### config.mk
export PLATFORM = sky130hd
export DESIGN_NAME = stack_op_sequencer
export DESIGN_NICKNAME = d
export VERILOG_FILES = /design/src/rtl/stack_op_sequencer.sv
export SDC_FILE = /design/constraint.sdc
export NUM_CORES = 1
export LEC_CHECK = 0
export ABC_AREA = 1
export CORE_AREA = 3 3 97 99
export CTS_BUF_LIST = sky130_fd_sc_hd__clkbuf_2 sky130_fd_sc_hd__clkbuf_4 sky130_fd_sc_hd__clkbuf_8
export CTS_CLUSTER_SIZE = 25
export DETAILED_ROUTE_END_ITERATION = 8
export DIE_AREA = 0 0 100 102
export GPL_ROUTABILITY_DRIVEN = 1
export GPL_TIMING_DRIVEN = 0
export HOLD_SLACK_MARGIN = 0.15
export PLACE_DENSITY = 0.78
export SLEW_MARGIN = 20
export SYNTH_ARGS = -nofsm -noshare
export SYNTH_HDL_FRONTEND = slang
export SYNTH_SLANG_ARGS = --single-unit
### constraint.sdc
create_clock -name clk -period 1.6 [get_ports clk]
set_input_delay 0.32 -clock clk [delete_from_list [all_inputs] [get_ports clk]]
set_output_delay 0.32 -clock clk [all_outputs]
set_load 0.02 [all_outputs]
### src/rtl/stack_op_sequencer.sv
// Operation sequencer for an external data stack. Accepts one stack operation at a
// time, checks occupancy, then drives the single-cycle stack strobes and reports completion.
module stack_op_sequencer #(
  parameter int unsigned WIDTH = 16,
  parameter int unsigned DEPTH = 128
) (
  input  logic             clk,
  input  logic             reset,
  input  logic             op_valid,
  input  logic [2:0]       op_code,
  input  logic [WIDTH-1:0] op_data,
  output logic             op_ready,
  output logic             done,
  output logic [WIDTH-1:0] result,
  output logic             error,
  output logic [1:0]       err_code,
  output logic             ds_push,
  output logic             ds_pop,
  output logic             ds_data_write,
  output logic             ds_sr1_overwrite,
  output logic [WIDTH-1:0] ds_sr0_in,
  output logic [WIDTH-1:0] ds_sr1_in,
  input  logic [WIDTH-1:0] ds_sr0_out,
  input  logic [WIDTH-1:0] ds_sr1_out,
  input  logic [15:0]      ds_size
);

  localparam logic [2:0] OpNop  = 3'd0;
  localparam logic [2:0] OpPush = 3'd1;
  localparam logic [2:0] OpPop  = 3'd2;
  localparam logic [2:0] OpDup  = 3'd3;
  localparam logic [2:0] OpSwap = 3'd4;
  localparam logic [2:0] OpDrop = 3'd5;
  localparam logic [2:0] OpOver = 3'd6;
  localparam logic [2:0] OpPeek = 3'd7;

  localparam logic [15:0] DepthW = 16'(DEPTH);

  localparam logic [1:0] ErrNone      = 2'd0;
  localparam logic [1:0] ErrUnderflow = 2'd1;
  localparam logic [1:0] ErrOverflow  = 2'd2;

  typedef enum logic [1:0] {StIdle, StExec1, StExec2, StDone} state_e;

  state_e           state_q, state_d;
  logic [2:0]       op_q, op_d;
  logic [WIDTH-1:0] data_q, data_d;
  logic [WIDTH-1:0] sr0_q, sr0_d;
  logic [WIDTH-1:0] sr1_q, sr1_d;
  logic [WIDTH-1:0] result_q, result_d;
  logic             err_q, err_d;
  logic [1:0]       err_code_q, err_code_d;

  logic             push_c, pop_c, write_c, ovw_c, done_c, ready_c;
  logic [WIDTH-1:0] sr0_in_c, sr1_in_c;
  logic             need_one, need_two, grows, underflow, overflow;

  // Occupancy requirements of the latched operation.
  always_comb begin
    need_one  = (op_q == OpPop) || (op_q == OpDrop) || (op_q == OpPeek) || (op_q == OpDup);
    need_two  = (op_q == OpSwap) || (op_q == OpOver);
    grows     = (op_q == OpPush) || (op_q == OpDup) || (op_q == OpOver);
    underflow = (need_one && (ds_size < 16'd1)) || (need_two && (ds_size < 16'd2));
    overflow  = grows && (ds_size >= DepthW);
  end

  always_comb begin
    state_d    = state_q;
    op_d       = op_q;
    data_d     = data_q;
    sr0_d      = sr0_q;
    sr1_d      = sr1_q;
    result_d   = result_q;
    err_d      = err_q;
    err_code_d = err_code_q;
    push_c     = 1'b0;
    pop_c      = 1'b0;
    write_c    = 1'b0;
    ovw_c      = 1'b0;
    done_c     = 1'b0;
    ready_c    = 1'b0;
    sr0_in_c   = '0;
    sr1_in_c   = '0;

    unique case (state_q)
      StIdle: begin
        ready_c = 1'b1;
        if (op_valid) begin
          op_d       = op_code;
          data_d     = op_data;
          err_d      = 1'b0;
          err_code_d = ErrNone;
          state_d    = StExec1;
        end
      end

      StExec1: begin
        result_d = '0;
        state_d  = StDone;
        if (underflow || overflow) begin
          // Underflow wins when both apply.
          err_d      = 1'b1;
          err_code_d = underflow ? ErrUnderflow : ErrOverflow;
        end else begin
          unique case (op_q)
            OpNop: ;
            OpPush: begin
              push_c   = 1'b1;
              write_c  = 1'b1;
              sr0_in_c = data_q;
            end
            OpPop: begin
              result_d = ds_sr0_out;
              pop_c    = 1'b1;
            end
            OpDrop: pop_c = 1'b1;
            OpPeek: result_d = ds_sr0_out;
            OpDup, OpSwap, OpOver: begin
              sr0_d   = ds_sr0_out;
              sr1_d   = ds_sr1_out;
              state_d = StExec2;
            end
            default: ;
          endcase
        end
      end

      StExec2: begin
        result_d = '0;
        state_d  = StDone;
        case (op_q)
          OpDup: begin
            push_c   = 1'b1;
            write_c  = 1'b1;
            sr0_in_c = sr0_q;
          end
          OpOver: begin
            push_c   = 1'b1;
            write_c  = 1'b1;
            sr0_in_c = sr1_q;
          end
          OpSwap: begin
            write_c  = 1'b1;
            ovw_c    = 1'b1;
            sr0_in_c = sr1_q;
            sr1_in_c = sr0_q;
          end
          default: ;
        endcase
      end

      StDone: begin
        done_c  = 1'b1;
        state_d = StIdle;
      end

      default: state_d = StIdle;
    endcase
  end

  always_ff @(posedge clk) begin
    if (reset) begin
      state_q    <= StIdle;
      op_q       <= OpNop;
      data_q     <= '0;
      sr0_q      <= '0;
      sr1_q      <= '0;
      result_q   <= '0;
      err_q      <= 1'b0;
      err_code_q <= ErrNone;
    end else begin
      state_q    <= state_d;
      op_q       <= op_d;
      data_q     <= data_d;
      sr0_q      <= sr0_d;
      sr1_q      <= sr1_d;
      result_q   <= result_d;
      err_q      <= err_d;
      err_code_q <= err_code_d;
    end
  end

  // Reset masks the strobes immediately so an aborted operation never touches the stack.
  assign op_ready         = ready_c;
  assign done             = done_c && !reset;
  assign result           = result_q;
  assign error            = done && err_q;
  assign err_code         = done ? err_code_q : ErrNone;
  assign ds_push          = push_c && !reset;
  assign ds_pop           = pop_c && !reset;
  assign ds_data_write    = write_c && !reset;
  assign ds_sr1_overwrite = ovw_c && !reset;
  assign ds_sr0_in        = reset ? '0 : sr0_in_c;
  assign ds_sr1_in        = reset ? '0 : sr1_in_c;

endmodule

After elaboration in Yosys (flattened, before gate mapping)
Cells that the tools add are included.
Widths: inputs -> output; s select.

word-level totals
  register bits = 72
  bits of input ports = 70
  output and inout bits = 57
  logic and storage cells = 89

cells by class
  magnitude comparators = 3
  equality and inequality tests = 12
  multiplexer cells = 36
  bitwise gates (word level) = 1
  reduce and logical (&&, ||, !) cells = 29

operators by type and width
  cell                 number
  $mux 16              8
  $pmux 16 s2          3
  $ge 16x8->1 const B  1
  $lt 16x1->1 const B  1
  $lt 16x2->1 const B  1
  $mux 1               15
  $eq 3x3->1 const B   4
  $mux 2               5
  $logic_and 1x1->1    9
  $logic_or 1x1->1     8
  $pmux 2 s4           1
  $reduce_or 2->1      4
  $eq 3x2->1 const B   2
  $pmux 1 s2           3
  $reduce_and 3->1     2
  $eq 2x2->1 const B   2
  $ne 2x2->1 const B   2
  $pmux 2 s2           1
  $reduce_bool 2->1    2
  $eq 3x1->1 const B   1
  $reduce_or 3->1      1
  $eq 2x1->1 const B   1
  $logic_not 2->1      1
  $reduce_and 2->1     1
  other kinds (2)      2

Depth between registers and ports, before layout
  word-level depth = 10
  depth in mapped cells = 10
  gate-level depth less buffers = 9

Least setup slack after synthesis
Ideal clock, no wire load.

  path kind = reg-to-output
  start = reg state_q[0]
  end = out ds_sr0_in[5]
  data arrival time = 1654 ps
  required time = 1280 ps
  slack = -374 ps
  cell stages (with the launch flop) = 7
  buffers on the path = 2
  cell sequence = dfxtp_1 > inv_1 > ha_1 > clkbuf_1 > clkbuf_1 > nand2_1 > a21oi_1

on the way
  word-level cells in the longest chain between the ends = 3
  elaborated cells between the ends (all ways) = 4
  classes of those cells = eq/ne: 2; mux: 2

ends and longest elaborated chain
  element                                   RTL line  RTL
  start: declaration                        45        state_e state_q, state_d;
  start signal: assignment                  163       state_q <= StIdle;
  start signal: assignment                  172       state_q <= state_d;
  $eq 2x2->1 or $eq 2x1->1 (tied branches)  85        unique case (state_q)
  $pmux 16 s2 *                             85
  $mux 16 *                                 193       assign ds_sr0_in = reset ? '0 : sr0_in_c;
  end: declaration                          21        output logic [WIDTH-1:0] ds_sr0_in,

Every way passes the cells marked *; elsewhere a longest branch is shown, timed or not.

Worst setup path in the final report
  start = reg op_q[0]
  end = out ds_sr0_in[12]

on the way
  word-level cells in the longest chain between the ends = 10
  elaborated cells between the ends (all ways) = 24
  classes of those cells = eq/ne: 7; mux: 5; reduce/logical: 12

ends and longest elaborated chain
  element                                   RTL line  RTL
  start: declaration                        46        logic [2:0] op_q, op_d;
  start signal: assignment                  164       op_q <= OpNop;
  start signal: assignment                  173       op_q <= op_d;
  $eq 3x2->1 or $eq 3x3->1 (tied branches)  60        need_one = (op_q == OpPop) || (op_q == OpDrop) || (op_q == OpPeek) || (op_q == OpDup);
  $logic_or 1x1->1 (3 in series)            60
  $logic_and 1x1->1                         63        underflow = (need_one && (ds_size < 16'd1)) || (need_two && (ds_size < 16'd2));
  $logic_or 1x1->1                          63
  $logic_or 1x1->1                          100       if (underflow || overflow) begin
  $mux 16                                   100
  $pmux 16 s2 *                             85
  $mux 16 *                                 193

Marks and branches as above.

==> flow_summary_export.csv <==
group,metric,value,unit
routing,drt_wl_total,14.9,mm
synth,synth_most_common_cell,"nand2_1",
routing,number_of_nets_with_antenna_violations_after_routing,0,
layout,final_net_count,839,
cts,clkSinkCount,72,
power_and_ir_drop,register_share_of_total_power,28.8,%
layout,syn2layout_area_growth,83.3,%
routing,via_count,4719,
synth,yosys_warnings,0,
synth,postSynth.asyncResetShare,0,%
cts,clkTransAtPathRegs,90,ps
synth,synth_edf_count,0,
sta,portion_of_the_clock_cycle_consumed_by_the_worst_path_in_the_final_layout,138,%
sta,slew_viol_final,0,
placement,io_buffers,126,
layout,design_area,6780,sq um
sta,hold_viol,0,
synth,synth_top_area_share,39.0,%
power_and_ir_drop,power.switching_fraction,40.2,%
critical_path,setup.reg_to_reg.worst_slack,-290,ps
sta,setup_violations,90,
critical_path,worstSetupEndpointType,"output pin",
outcome,status,"finished, violations left",
layout,drive_above_1_share,35.2,%
synth,netlist.top_cell.by_area,"dfxtp_1",
die,coreArea,8640,sq um
synth,post_synth_most_frequent_cells,"150 x nand2_1, 142 x nor2_1, 72 x dfxtp_1",
critical_path,timing.critical_path.arrival,1880,ps
routing,1st_iter_drt_viols,304,
power_and_ir_drop,pwr-share-comb,48.7,%
cts,clk_latency,360,ps
cts,clock_tree.buffer_depth,2,
synth,syn-cell-area,3700,sq um
synth,syn_nets,651,
sta,timing.slew.headroom,60.0,%
synth,post_synthesis_register_bit_count,72,
critical_path,ff2ff_path_depth,13,
layout,n_antenna_cell,0,
routing,post_drt_via_cell_ratio,5.37,
grt,overflow,0,
critical_path,worst_r2r_startpoint,"op_q[0]",
placement,dpl.hpwl,9.01,mm
critical_path,timing.critical_path.to,"ds_sr0_in[12]",
grt,grt_pass1_wl,21.2,mm
cts,cts_tree,"built",
critical_path,timing.critical_path.fanout_max,8,
grt,grt_pass1_vias,4457,
sta,final_ws_setup,-603,ps
synth,synth.lib_cells_used.distinct,27,
critical_path,timing.rr.end,"sr0_q[9]",
critical_path,type_of_the_worst_setup_path,"reg2out",
min_path,timing.hold.worst.class,"reg2reg",
grt,overall_routing_resource_usage,26.1,%
synth,synthTopCellsByArea,"dfxtp_1 39%, nand2_1 15%, nor2_1 14%, a21oi_1 5.0%, inv_1 5.0%",
placement,placedInstanceArea,5430,sq um
power_and_ir_drop,finalPower,0.00801,W
power_and_ir_drop,p_clk_share,22.5,%
sta,final.min_clock_period,2200,ps
layout,utilization,78.5,%
routing,wl_per_cell,17.0,microns
grt,grt_max_degree,14,
routing,firstDrtPassIters,5,
critical_path,cp.required,1280,ps
cts,ctsRootBufferMaster,"clkbuf_8",
placement,dpl_worst_slack,-1240,ps
job,drv.max_cap_violation_count,0,
power_and_ir_drop,powerDensity,1180,nW/um^2
synth,sequential_cell_area_fraction_in_the_yosys_report,39.0,%
power_and_ir_drop,p_sw,0.00322,W
cts,cts_made_buffers,9,
synth,postSynthCellCount,577,
die,chipHeight,102,microns
critical_path,crit_path_start_kind,"flop",
cts,clock_tree.htree_level_count,3,
sta,rsz0062_at_grt,"yes",
placement,place_congestion,0.837,
power_and_ir_drop,vdd.ir_drop.worst,1.01,mV
power_and_ir_drop,p_leak,2.85,nW
synth,yosys_most_used_dff,"dfxtp_1",
outcome,violations,"setup timing",
die,floorplan.initialDensity,42.8,%
routing,remaining_drc_errors,0,
sta,achievable-frequency,454,MHz
die,die_area,10200,sq um
synth,avgSynthCellArea,6.41,sq um
die,design.portCount,127,
die,placement_rows,34,
critical_path,worstSetupStartpoint,"op_q[0]",
sta,tightest_slew,599,ps
sta,clock_tree_skew_after_final_layout,8.00,ps
power_and_ir_drop,internal_power,0.00479,W
die,chipWidth,100,microns
grt,grt_antenna_before_repair,0,
## metal layers
metal  share of wire (%)  vias up  track usage (%)
met5                   0        -                0
met3                 8.0       61             5.87
met2                  49      275             43.9
met4                 4.0        0             10.2
met1                  39     2197             32.8
li1                    -     2186                -
## power by group through the flow
stage / sequential [W] / combinational (W) / clock (W)
3_5_place_dp: 0.00228 / 0.00256 / 0
2_1_floorplan: 0.00227 / 0.00182 / 0
6_report: 0.00231 / 0.00390 / 0.00180
4_1_cts: 0.00228 / 0.00340 / 0.00180
5_1_grt: 0.00234 / 0.00414 / 0.00187
3_3_place_gp: 0.00226 / 0.00249 / 0
## registers in the layout (all words and copies together) (netlist names)
signal / flops
state_q: 2
op_q: 3
result: 16
sr1_q: 16
err_q: 1
sr0_q: 16
data_q: 16
err_code_q: 2
## area by class of cell
class / count / area (sq um)
buffer: 31 / 313
multi-input combinational: 421 / 2610
clock buffer: 10 / 131
sequential: 72 / 1460
tap: 108 / 135
fill: 542 / 1860
inverter: 54 / 229
timing repair buffer: 176 / 1790
clock inverter: 6 / 115
## cells in the final DEF (no fill, tap or decap), types with 3 or more instances in the layout
| master | count |
|---|---|
| nand2_1 | 124 |
| nor2_1 | 104 |
| buf_6 | 70 |
| dfxtp_1 | 67 |
| clkdlybuf4s50_1 | 53 |
| inv_1 | 43 |
| nor2_4 | 35 |
| buf_4 | 32 |
| dlygate4sd2_1 | 26 |
| nand2_2 | 22 |
| a21oi_1 | 20 |
| o21ai_0 | 20 |
| a21oi_4 | 14 |
| nand3_1 | 14 |
| nor2_2 | 12 |
| o22ai_1 | 11 |
| a21oi_2 | 10 |
| clkbuf_8 | 10 |
| nand3_2 | 7 |
| clkbuf_1 | 6 |
| dlymetal6s2s_1 | 6 |
| inv_2 | 5 |
| buf_12 | 5 |
| nand2_4 | 5 |
| o22ai_2 | 5 |
| dfxtp_4 | 5 |
| nand3_4 | 4 |
| inv_4 | 3 |
| ha_4 | 3 |
| bufinv_16 | 3 |
## critical path, cell delays in order, from the launching register on
cell and delay (ps):
dfxtp_4 380, inv_4 50, a21oi_4 130, nor2_2 50
nand3_2 120, nand2_4 90, buf_6 140, buf_12 140
nor2_4 80, nand2_2 70, a21oi_4 160, buf_6 130
## through the flow
step	hold WS, ps	cells	setup TNS [ps]
2_1_floorplan	440	577	-1270
3_3_place_gp	454	811	-61310
3_5_place_dp	457	811	-61970
4_1_cts	468	865	-21890
5_1_grt	484	878	-33420
6_report	467	878	-28550
## how the worst min path moves through the flow
stage	from	end	cells past startpoint
detailed placement	err_code_q[0]	err_code_q[0]	2
finish	result[11]	result[11]	2
global placement	err_code_q[1]	err_code_q[1]	2
floorplan	err_q	err_q	2
CTS	result[11]	result[11]	2
global route	result[13]	result[13]	2
## logic make-up (layout without fill, tap and decap cells)
kind of cell	after synthesis	after routing	share of synthesized area [%]
AND/OR/NAND/NOR	331	334	36.6
AO/OA/AOI/OAI	83	83	12.7
buffers and inverters	87	277	10.4
flip-flops	72	72	39.0
adder cells (fa/ha/maj)	4	4	1.35
## timing repair
action                                  4_1_cts  5_1_grt
setup buffers                                28       14
hold endpoints to repair                      0        0
hold buffers                                  0        0
endpoints found under the setup margin      126      102
pin swaps                                    34       33
gates cloned                                 10        2
gates resized for setup                     377       82
Note: power is estimated with default switching activity, not from simulation.
